### src/rtl/scroll_sched_if.sv
// scroll_sched requester/scroller bundle.
// master drives requests, slave is the scheduler.
interface scroll_sched_if;
  logic        req0;
  logic [11:0] msg0;
  logic        ack0;
  logic        req1;
  logic [11:0] msg1;
  logic        ack1;
  logic        ld_rd;
  logic [3:0]  ld_dec;
  logic        tick;
  logic [2:0]  step;
  logic        busy;
  logic        grant;

  modport master (
    output req0, msg0, req1, msg1,
    input  ack0, ack1, ld_rd, ld_dec,
    input  tick, step, busy, grant
  );

  modport slave (
    input  req0, msg0, req1, msg1,
    output ack0, ack1, ld_rd, ld_dec,
    output tick, step, busy, grant
  );
endinterface

### src/rtl/scroll_sched.sv
// Two-requester scheduler for the 3-digit scroll display.
// SCROLL_SCHED_RR_EN selects round-robin, else fixed priority.
module scroll_sched #(
  parameter int TICK_DIV    = 50,
  parameter int HOLD_PASSES = 1
) (
  input  logic          clk,
  input  logic          rst,
  scroll_sched_if.slave bus
);

  localparam int PW = $clog2(TICK_DIV);
  localparam int QW = $clog2(HOLD_PASSES + 1);
  localparam logic [PW-1:0] PMAX  = PW'(TICK_DIV - 1);
  localparam logic [QW-1:0] QLAST = QW'(HOLD_PASSES - 1);

  typedef enum logic [1:0] {
    IDLE,
    GRANT,
    LOAD,
    SHOW
  } state_t;

  state_t        state_q, state_d;
  logic          grant_q, grant_d;
  logic [11:0]   msg_q, msg_d;
  logic [1:0]    lcnt_q, lcnt_d;
  logic [PW-1:0] pre_q, pre_d;
  logic [2:0]    step_q, step_d;
  logic [QW-1:0] pass_q, pass_d;
  logic          ack0_q, ack0_d;
  logic          ack1_q, ack1_d;
  logic          ld_rd_q, ld_rd_d;
  logic [3:0]    ld_dec_q, ld_dec_d;
  logic          tick_q, tick_d;
  logic          busy_q, busy_d;
  logic          win;

  // pick the winner among the current requests
  always_comb begin
`ifdef SCROLL_SCHED_RR_EN
    if (bus.req0 && bus.req1) win = ~grant_q;
    else                      win = bus.req1;
`else
    win = bus.req1 & ~bus.req0;
`endif
  end

  // next state, counters and registered outputs
  always_comb begin
    state_d = state_q;
    grant_d = grant_q;
    msg_d   = msg_q;
    lcnt_d  = lcnt_q;
    pre_d   = pre_q;
    step_d  = step_q;
    pass_d  = pass_q;
    ack0_d  = 1'b0;
    ack1_d  = 1'b0;
    unique case (state_q)
      IDLE: begin
        if (bus.req0 || bus.req1) begin
          state_d = GRANT;
          grant_d = win;
          msg_d   = win ? bus.msg1 : bus.msg0;
          ack0_d  = ~win;
          ack1_d  = win;
        end
      end
      GRANT: begin
        state_d = LOAD;
        lcnt_d  = '0;
        pre_d   = '0;
        step_d  = '0;
        pass_d  = '0;
      end
      LOAD: begin
        if (lcnt_q == 2'd2) begin
          state_d = SHOW;
          lcnt_d  = '0;
        end else begin
          lcnt_d = lcnt_q + 2'd1;
        end
      end
      SHOW: begin
        if (pre_q == PMAX) begin
          pre_d = '0;
          if (step_q == 3'd6) begin
            step_d = '0;
            if (pass_q == QLAST) begin
              state_d = IDLE;
              pass_d  = '0;
            end else begin
              pass_d = pass_q + QW'(1);
            end
          end else begin
            step_d = step_q + 3'd1;
          end
        end else begin
          pre_d = pre_q + PW'(1);
        end
      end
      default: state_d = IDLE;
    endcase

    busy_d   = (state_d != IDLE);
    ld_rd_d  = (state_d == LOAD);
    tick_d   = (state_d == SHOW) && (pre_d == PMAX);
    ld_dec_d = 4'hF;
    if (state_d == LOAD) begin
      case (lcnt_d)
        2'd0:    ld_dec_d = msg_q[11:8];
        2'd1:    ld_dec_d = msg_q[7:4];
        default: ld_dec_d = msg_q[3:0];
      endcase
    end
  end

  // state and output registers
  always_ff @(posedge clk or posedge rst) begin
    if (rst) begin
      state_q  <= IDLE;
      grant_q  <= 1'b1;
      msg_q    <= 12'hFFF;
      lcnt_q   <= '0;
      pre_q    <= '0;
      step_q   <= '0;
      pass_q   <= '0;
      ack0_q   <= 1'b0;
      ack1_q   <= 1'b0;
      ld_rd_q  <= 1'b0;
      ld_dec_q <= 4'hF;
      tick_q   <= 1'b0;
      busy_q   <= 1'b0;
    end else begin
      state_q  <= state_d;
      grant_q  <= grant_d;
      msg_q    <= msg_d;
      lcnt_q   <= lcnt_d;
      pre_q    <= pre_d;
      step_q   <= step_d;
      pass_q   <= pass_d;
      ack0_q   <= ack0_d;
      ack1_q   <= ack1_d;
      ld_rd_q  <= ld_rd_d;
      ld_dec_q <= ld_dec_d;
      tick_q   <= tick_d;
      busy_q   <= busy_d;
    end
  end

  assign bus.ack0   = ack0_q;
  assign bus.ack1   = ack1_q;
  assign bus.ld_rd  = ld_rd_q;
  assign bus.ld_dec = ld_dec_q;
  assign bus.tick   = tick_q;
  assign bus.step   = step_q;
  assign bus.busy   = busy_q;
  assign bus.grant  = grant_q;

endmodule

### src/flat_wrapper.sv
// flat-port wrapper written by rule: the top's interface ports become plain ports
module scroll_sched_flat 
#(
  parameter int TICK_DIV    = 50,
  parameter int HOLD_PASSES = 1
)
  (clk, rst, bus_req0, bus_msg0, bus_req1, bus_msg1, bus_ack0, bus_ack1, bus_ld_rd, bus_ld_dec, bus_tick, bus_step, bus_busy, bus_grant);
  scroll_sched_if bus_i ();
  input  logic clk;
  input  logic rst;
  input wire logic [$bits(bus_i.req0)-1:0] bus_req0;
  input wire logic [$bits(bus_i.msg0)-1:0] bus_msg0;
  input wire logic [$bits(bus_i.req1)-1:0] bus_req1;
  input wire logic [$bits(bus_i.msg1)-1:0] bus_msg1;
  output wire logic [$bits(bus_i.ack0)-1:0] bus_ack0;
  output wire logic [$bits(bus_i.ack1)-1:0] bus_ack1;
  output wire logic [$bits(bus_i.ld_rd)-1:0] bus_ld_rd;
  output wire logic [$bits(bus_i.ld_dec)-1:0] bus_ld_dec;
  output wire logic [$bits(bus_i.tick)-1:0] bus_tick;
  output wire logic [$bits(bus_i.step)-1:0] bus_step;
  output wire logic [$bits(bus_i.busy)-1:0] bus_busy;
  output wire logic [$bits(bus_i.grant)-1:0] bus_grant;
  assign bus_i.req0 = bus_req0;
  assign bus_i.msg0 = bus_msg0;
  assign bus_i.req1 = bus_req1;
  assign bus_i.msg1 = bus_msg1;
  assign bus_ack0 = bus_i.ack0;
  assign bus_ack1 = bus_i.ack1;
  assign bus_ld_rd = bus_i.ld_rd;
  assign bus_ld_dec = bus_i.ld_dec;
  assign bus_tick = bus_i.tick;
  assign bus_step = bus_i.step;
  assign bus_busy = bus_i.busy;
  assign bus_grant = bus_i.grant;
  scroll_sched #(.TICK_DIV(TICK_DIV), .HOLD_PASSES(HOLD_PASSES)) u_core (.clk(clk), .rst(rst), .bus(bus_i));
endmodule
### config.mk
export PLATFORM = sky130hd
export DESIGN_NAME = scroll_sched_flat
export DESIGN_NICKNAME = d
export VERILOG_FILES = /design/src/rtl/scroll_sched_if.sv /design/src/rtl/scroll_sched.sv /design/src/flat_wrapper.sv
export SDC_FILE = /design/constraint.sdc
export NUM_CORES = 1
export LEC_CHECK = 0
export CAP_MARGIN = 20
export CORE_MARGIN = 2
export CORE_UTILIZATION = 46
export CTS_BUF_LIST = sky130_fd_sc_hd__clkbuf_2 sky130_fd_sc_hd__clkbuf_4 sky130_fd_sc_hd__clkbuf_8
export DETAILED_ROUTE_END_ITERATION = 12
export PLACE_DENSITY = 0.77
export SLEW_MARGIN = 20
export SYNTH_ARGS = -nofsm -noshare
export SYNTH_HDL_FRONTEND = slang
export SYNTH_SLANG_ARGS = --single-unit
### constraint.sdc
create_clock -name clk -period 2.09 [get_ports clk]
set_input_delay 0.418 -clock clk [delete_from_list [all_inputs] [get_ports clk]]
set_output_delay 0.418 -clock clk [all_outputs]
set_load 0.1 [all_outputs]
== Yosys cells after proc, flatten, opt, wreduce, memory -nomap -nowiden ==
Index checks and enable logic that the tools add are counted.

* Register bits: 36
* Logic and storage cells: 65
* Input bits: 28
* Output and inout bits: 13

* Add/sub/neg operators: 4
* Mux-type cells: 24
* Reduce and logical (&&, ||, !) cells: 9
* Bitwise operators: 3
* Equality and inequality tests: 12

{| class="wikitable"
|+ Operator list
! kind !! number
|-
| $eq A6 B6 Y1 const B || 2
|-
| $mux W12 || 1
|-
| $mux W2 || 6
|-
| $pmux W6 S2 || 1
|-
| $eq A2 B2 Y1 const B || 5
|-
| $pmux W2 S4 || 1
|-
| $pmux W4 S2 || 1
|-
| $mux W1 || 7
|-
| $add A6 B1 Y6 const B || 1
|-
| $mux W3 || 2
|-
| $mux W6 || 1
|-
| $pmux W3 S2 || 1
|-
| $eq A2 B1 Y1 const B || 2
|-
| $logic_not A2 Y1 || 2
|-
| $mux W4 || 1
|-
| $ne A2 B1 Y1 const B || 2
|-
| $pmux W2 S2 || 1
|-
| $reduce_and A2 Y1 || 2
|-
| $reduce_bool A2 Y1 || 2
|-
| $add A3 B1 Y3 const B || 1
|-
| $eq A3 B3 Y1 const B || 1
|-
| $reduce_and A3 Y1 || 1
|-
| $add A2 B1 Y2 const B || 1
|-
| $not A1 Y1 || 2
|-
| other kinds (5) || 5
|}

== Depth between registers and ports, before layout ==
* Depth after elaboration: 6
* Gate-level depth with buffers: 8
* Depth with buffers taken out: 8

== Worst setup path before layout ==
Ideal clock, no wire load.

* Kind: register -> register
* Start point: register u_core.step_q[1], in the netlist u_core.bus.step[1]
* End point: register u_core.tick_q, in the netlist u_core.bus.tick
* Library setup time: 0.120 ns
* Slack: -0.192 ns
* Path buffers: 0
* Required time: 1.970 ns
* Cell stages (with the launch flop): 6
* Clock period less this slack: 2.282 ns
* Data arrival time: 2.162 ns
* Path through: dfrtp_1 nand4b_1 or4_4 a41oi_2 nor3_1 and4_1

* Word-level cells in the longest chain between the ends: 6

{| class="wikitable"
|+ RTL lines
! item !! RTL line !! source
|-
| start: declaration || scroll_sched.sv:29 || <nowiki>logic [2:0] step_q, step_d;</nowiki>
|-
| start signal: assignment || scroll_sched.sv:141 || <nowiki>step_q <= step_d;</nowiki>
|-
| $eq A3 B3 Y1 || scroll_sched.sv:88 || <nowiki>if (step_q == 3'd6) begin</nowiki>
|-
| $mux W2 || scroll_sched.sv:88 ||
|-
| $mux W2 || scroll_sched.sv:86 || <nowiki>if (pre_q == PMAX) begin</nowiki>
|-
| $pmux W2 S4 || scroll_sched.sv:60 || <nowiki>unique case (state_q)</nowiki>
|-
| $eq A2 B2 Y1 || scroll_sched.sv:108 || <nowiki>tick_d = (state_d == SHOW) && (pre_d == PMAX);</nowiki>
|-
| $logic_and A1 B1 Y1 || scroll_sched.sv:108 ||
|-
| named net u_core.tick_d || scroll_sched.sv:35 || <nowiki>logic tick_q, tick_d;</nowiki>
|-
| end signal: assignment || scroll_sched.sv:147 || <nowiki>tick_q <= tick_d;</nowiki>
|-
| end: declaration || scroll_sched.sv:35 ||
|}

The timed path passes the listed nets, and every way through them passes these cells.
A chain may end at the register's enable or synchronous reset.

== Final worst setup path ==
* Start point: register u_core.pre_q[1]
* End point: register u_core.tick_q, in the netlist u_core.bus.tick

* Word-level cells in the longest chain between the ends: 5
* Elaborated cells between the ends (all ways): 9
* Classes of those cells: add/sub: 1; eq/ne: 3; mux: 4; reduce/logical: 1

{| class="wikitable"
|+ RTL lines
! item !! RTL line !! source
|-
| start: declaration || scroll_sched.sv:28 || <nowiki>logic [PW-1:0] pre_q, pre_d;</nowiki>
|-
| start signal: assignment || scroll_sched.sv:140 || <nowiki>pre_q <= pre_d;</nowiki>
|-
| $add A6 B1 Y6 or $eq A6 B6 Y1 (tied branches) || scroll_sched.sv:100, scroll_sched.sv:86 ||
|-
| $mux W6 or $mux W2 (tied branches) || scroll_sched.sv:86 ||
|-
| $pmux W6 S2 or $pmux W2 S4 (tied branches) || scroll_sched.sv:60 ||
|-
| $eq A6 B6 Y1 or $eq A2 B2 Y1 (tied branches) || scroll_sched.sv:108 ||
|-
| $logic_and A1 B1 Y1 (*) || scroll_sched.sv:108 ||
|-
| named net u_core.tick_d || scroll_sched.sv:35 ||
|}

The timed path passes the listed nets; every way through them passes the cells marked *.

==> impl_metrics.toml <==
[run_status]
outcome = "finished, final reports clean"

[critical_path]
critPathMaxStageDelay_ns = 0.46
path_class = "flip-flop to flip-flop"
slowest_stage = "or4_4"
worstPathRequired_ns = 2.26
cp.arrival_ns = 2.15
crit_fanout = 4
cp-start-kind = "flip-flop"
crit_chain = "inv_1 > ha_1 > nand4b_1 > or4_4 > a41oi_4 > nor3_1 > and4_1"
end_kind = "flip-flop"
r2r_cells = 7

[floorplan]
dieArea_sq_um = 4360
die_w_microns = 66.0
die_y_microns = 66.0
ios = 41
row_count = 22
start_util_pct = 47.9
coreArea_sq_um = 3690

[timing]
setup_tns_ns = 0
min_period_ns = 1.98
rsz0062_at_grt = "no"
relSlewSlack_pct = 49.6
max_freq_mhz = 505
holdWs_ns = 0.478
fin_skew_ns = 0.00654
final_max_slew_viol_count = 0
finalSetupViolCount = 0
hold_viol_final = 0
tightest_slew_ns = 0.755
period_share_pct = 94.7

[yosys]
synth_area_sq_um = 1770
synth_edf_count = 0
synthCells = 177
synthArstFlopShare_pct = 100
synth_warnings = 0
synthTopCellsByCount = "nand2_1, o21ai_0, dfrtp_1"
synth_top_area_cell = "dfrtp_1"
synth_flop_cell = "dfrtp_1"
ys_ff_latch = 35
ys_top_cells_by_area = "dfrtp_1, dfstp_2, o21ai_0"
synth_top_area_share_pct = 25.5
synth.avg_cell_area_sq_um = 9.99
synth_nets = 211
ys_types = 38
synth_seq_area_share_pct = 50.7

[routing]
drcViolationCount = 0
via_count = 1547
drtIter0Drc = 107
totalWireLength_microns = 4020
wl_per_cell_microns = 14.3
routed_via_density = 5.51
firstDrtPassIters = 4
final_antenna_net_count = 0

[hold_path]
hold_path.class = "flip-flop to flip-flop"
whs_path_depth = 2

[place]
dp_hpwl_microns = 3020
port_buffers = 40
place.gp.congestion = 0.868
dp.cells = 271

[global_routing]
grt_max_degree = 36
grt.total_usage_pct = 20.3
grt_pass1_wl_microns = 6730
overflow = 0
grt_pass1_vias = 1544
antenna_found_initial = 0

[cells_and_area]
n_fill_cell = 290
seqCellArea_sq_um = 902
multi_input_area_sq_um = 828
drive_gt1_share_pct = 29.2
antenna_cells = 0
fin_cells = 281
syn2layout_area_growth_pct = 39.3
finalNetCount = 266
fin_util_pct = 66.8

[pwr]
p_per_area_nw_per_um2 = 531
p_leak_nw = 1.07
irDropWorstVdd_mv = 0.494

[cts]
clk_pin_slew_ns = 0.07
h-tree-depth = 2
cts_inserted_buffers = 5
cts.sinks = 35
holdBufCountCts = 0
clockRootBuffer = "clkbuf_8"
cts_tree = "done"
clk_path_buf_depth = 2
clock_latency_ns = 0.28

[job]
max-cap-violations = 0
-- placed cells by master (no fill, tap or decap), types with 5 or more instances in the layout --
cell type,n
clkdlybuf4s50_1,27
nand2_1,25
o21ai_0,25
buf_4,24
dfstp_2,17
dfrtp_1,14
a22oi_1,12
inv_1,6
mux2i_1,6
nor2b_1,5
o211ai_1,5
ha_1,5
clkbuf_8,5
buf_12,5
-- flip-flops by register name (all words and copies together) (netlist names) --
register           flops
u_core.bus.step        3
u_core.bus.ack1        1
u_core.msg_q          12
u_core.bus.tick        1
u_core.pre_q           6
u_core.bus.ld_rd       1
u_core.bus.grant       1
u_core.bus.ack0        1
u_core.bus.busy        1
u_core.lcnt_q          2
u_core.state_q         2
u_core.bus.ld_dec      4
-- final timing paths --
kind                                  from  slack [ns]              endpoint
max reg2reg                u_core.pre_q[1]        0.11       u_core.bus.tick
max                        u_core.pre_q[1]        0.11       u_core.bus.tick
min in group asynchronous              rst        0.53       u_core.pre_q[5]
max in group asynchronous              rst        1.23  u_core.bus.ld_dec[3]
min                        u_core.msg_q[6]        0.48       u_core.msg_q[6]
min reg2reg                u_core.msg_q[6]        0.48       u_core.msg_q[6]
-- metrics by stage --
stage / setup slack (ns) / instance area [sq um] / power, mW
floorplan: 0.108 / 1770 / 0.768
global placement: 0.0677 / 2340 / 0.833
detailed placement: -0.0485 / 2340 / 0.839
CTS: 0.0734 / 2430 / 1.32
global route: 0.00911 / 2460 / 1.37
finish: 0.112 / 2460 / 1.31
-- logic make-up (layout without fill, tap and decap cells) --
group,count (synthesis),after routing,share of synthesized area [%]
adder cells (fa/ha/maj),6,6,4.25
AO/OA/AOI/OAI,57,57,21.4
buffers and inverters,17,73,3.61
AND/OR/NAND/NOR,56,56,16.6
multiplexers,6,6,3.40
flip-flops,35,35,50.7
-- layout make-up --
| class | instances | area share, % |
|---|---|---|
| clock buffer | 6 | 3.10 |
| timing repair buffer | 56 | 22.3 |
| tap | 48 | 2.44 |
| inverter | 9 | 1.37 |
| clock inverter | 2 | 0.508 |
| sequential | 35 | 36.6 |
| multi-input combinational | 125 | 33.6 |
-- layer usage --
metal	wire length (microns)	up-vias	global-route usage, %
met5	0	-	0
met4	64	0	5.61
met3	210	6	6.13
met2	2040	49	35.9
met1	1710	742	23.8
li1	-	750	-
-- critical path, delay by kind of cell (launching register included) --
family                   cells  cell delay [ns]
buffers and inverters        1             0.09
AND/OR/NAND/NOR              4             0.88
adder cells (fa/ha/maj)      1             0.17
flip-flops                   1             0.41
AO/OA/AOI/OAI                1             0.32
-- repair_timing --
| item | 4_1_cts | 5_1_grt |
|---|---|---|
| endpoints found under the hold margin | 0 | 0 |
| gates resized for setup | 0 | 5 |
| endpoints found under the setup margin | 0 | 5 |
| setup buffers | 0 | 2 |
-- report_power, final --
part / internal, mW / total (mW) / switching [mW] / leakage (nW)
registers: 0.708 / 0.718 / 0.00978 / 0.388
logic: 0.0656 / 0.108 / 0.0427 / 0.636
clock network: 0.245 / 0.482 / 0.236 / 0.0446
total: 1.02 / 1.31 / 0.289 / 1.07
(Power assumes the default switching activity.)
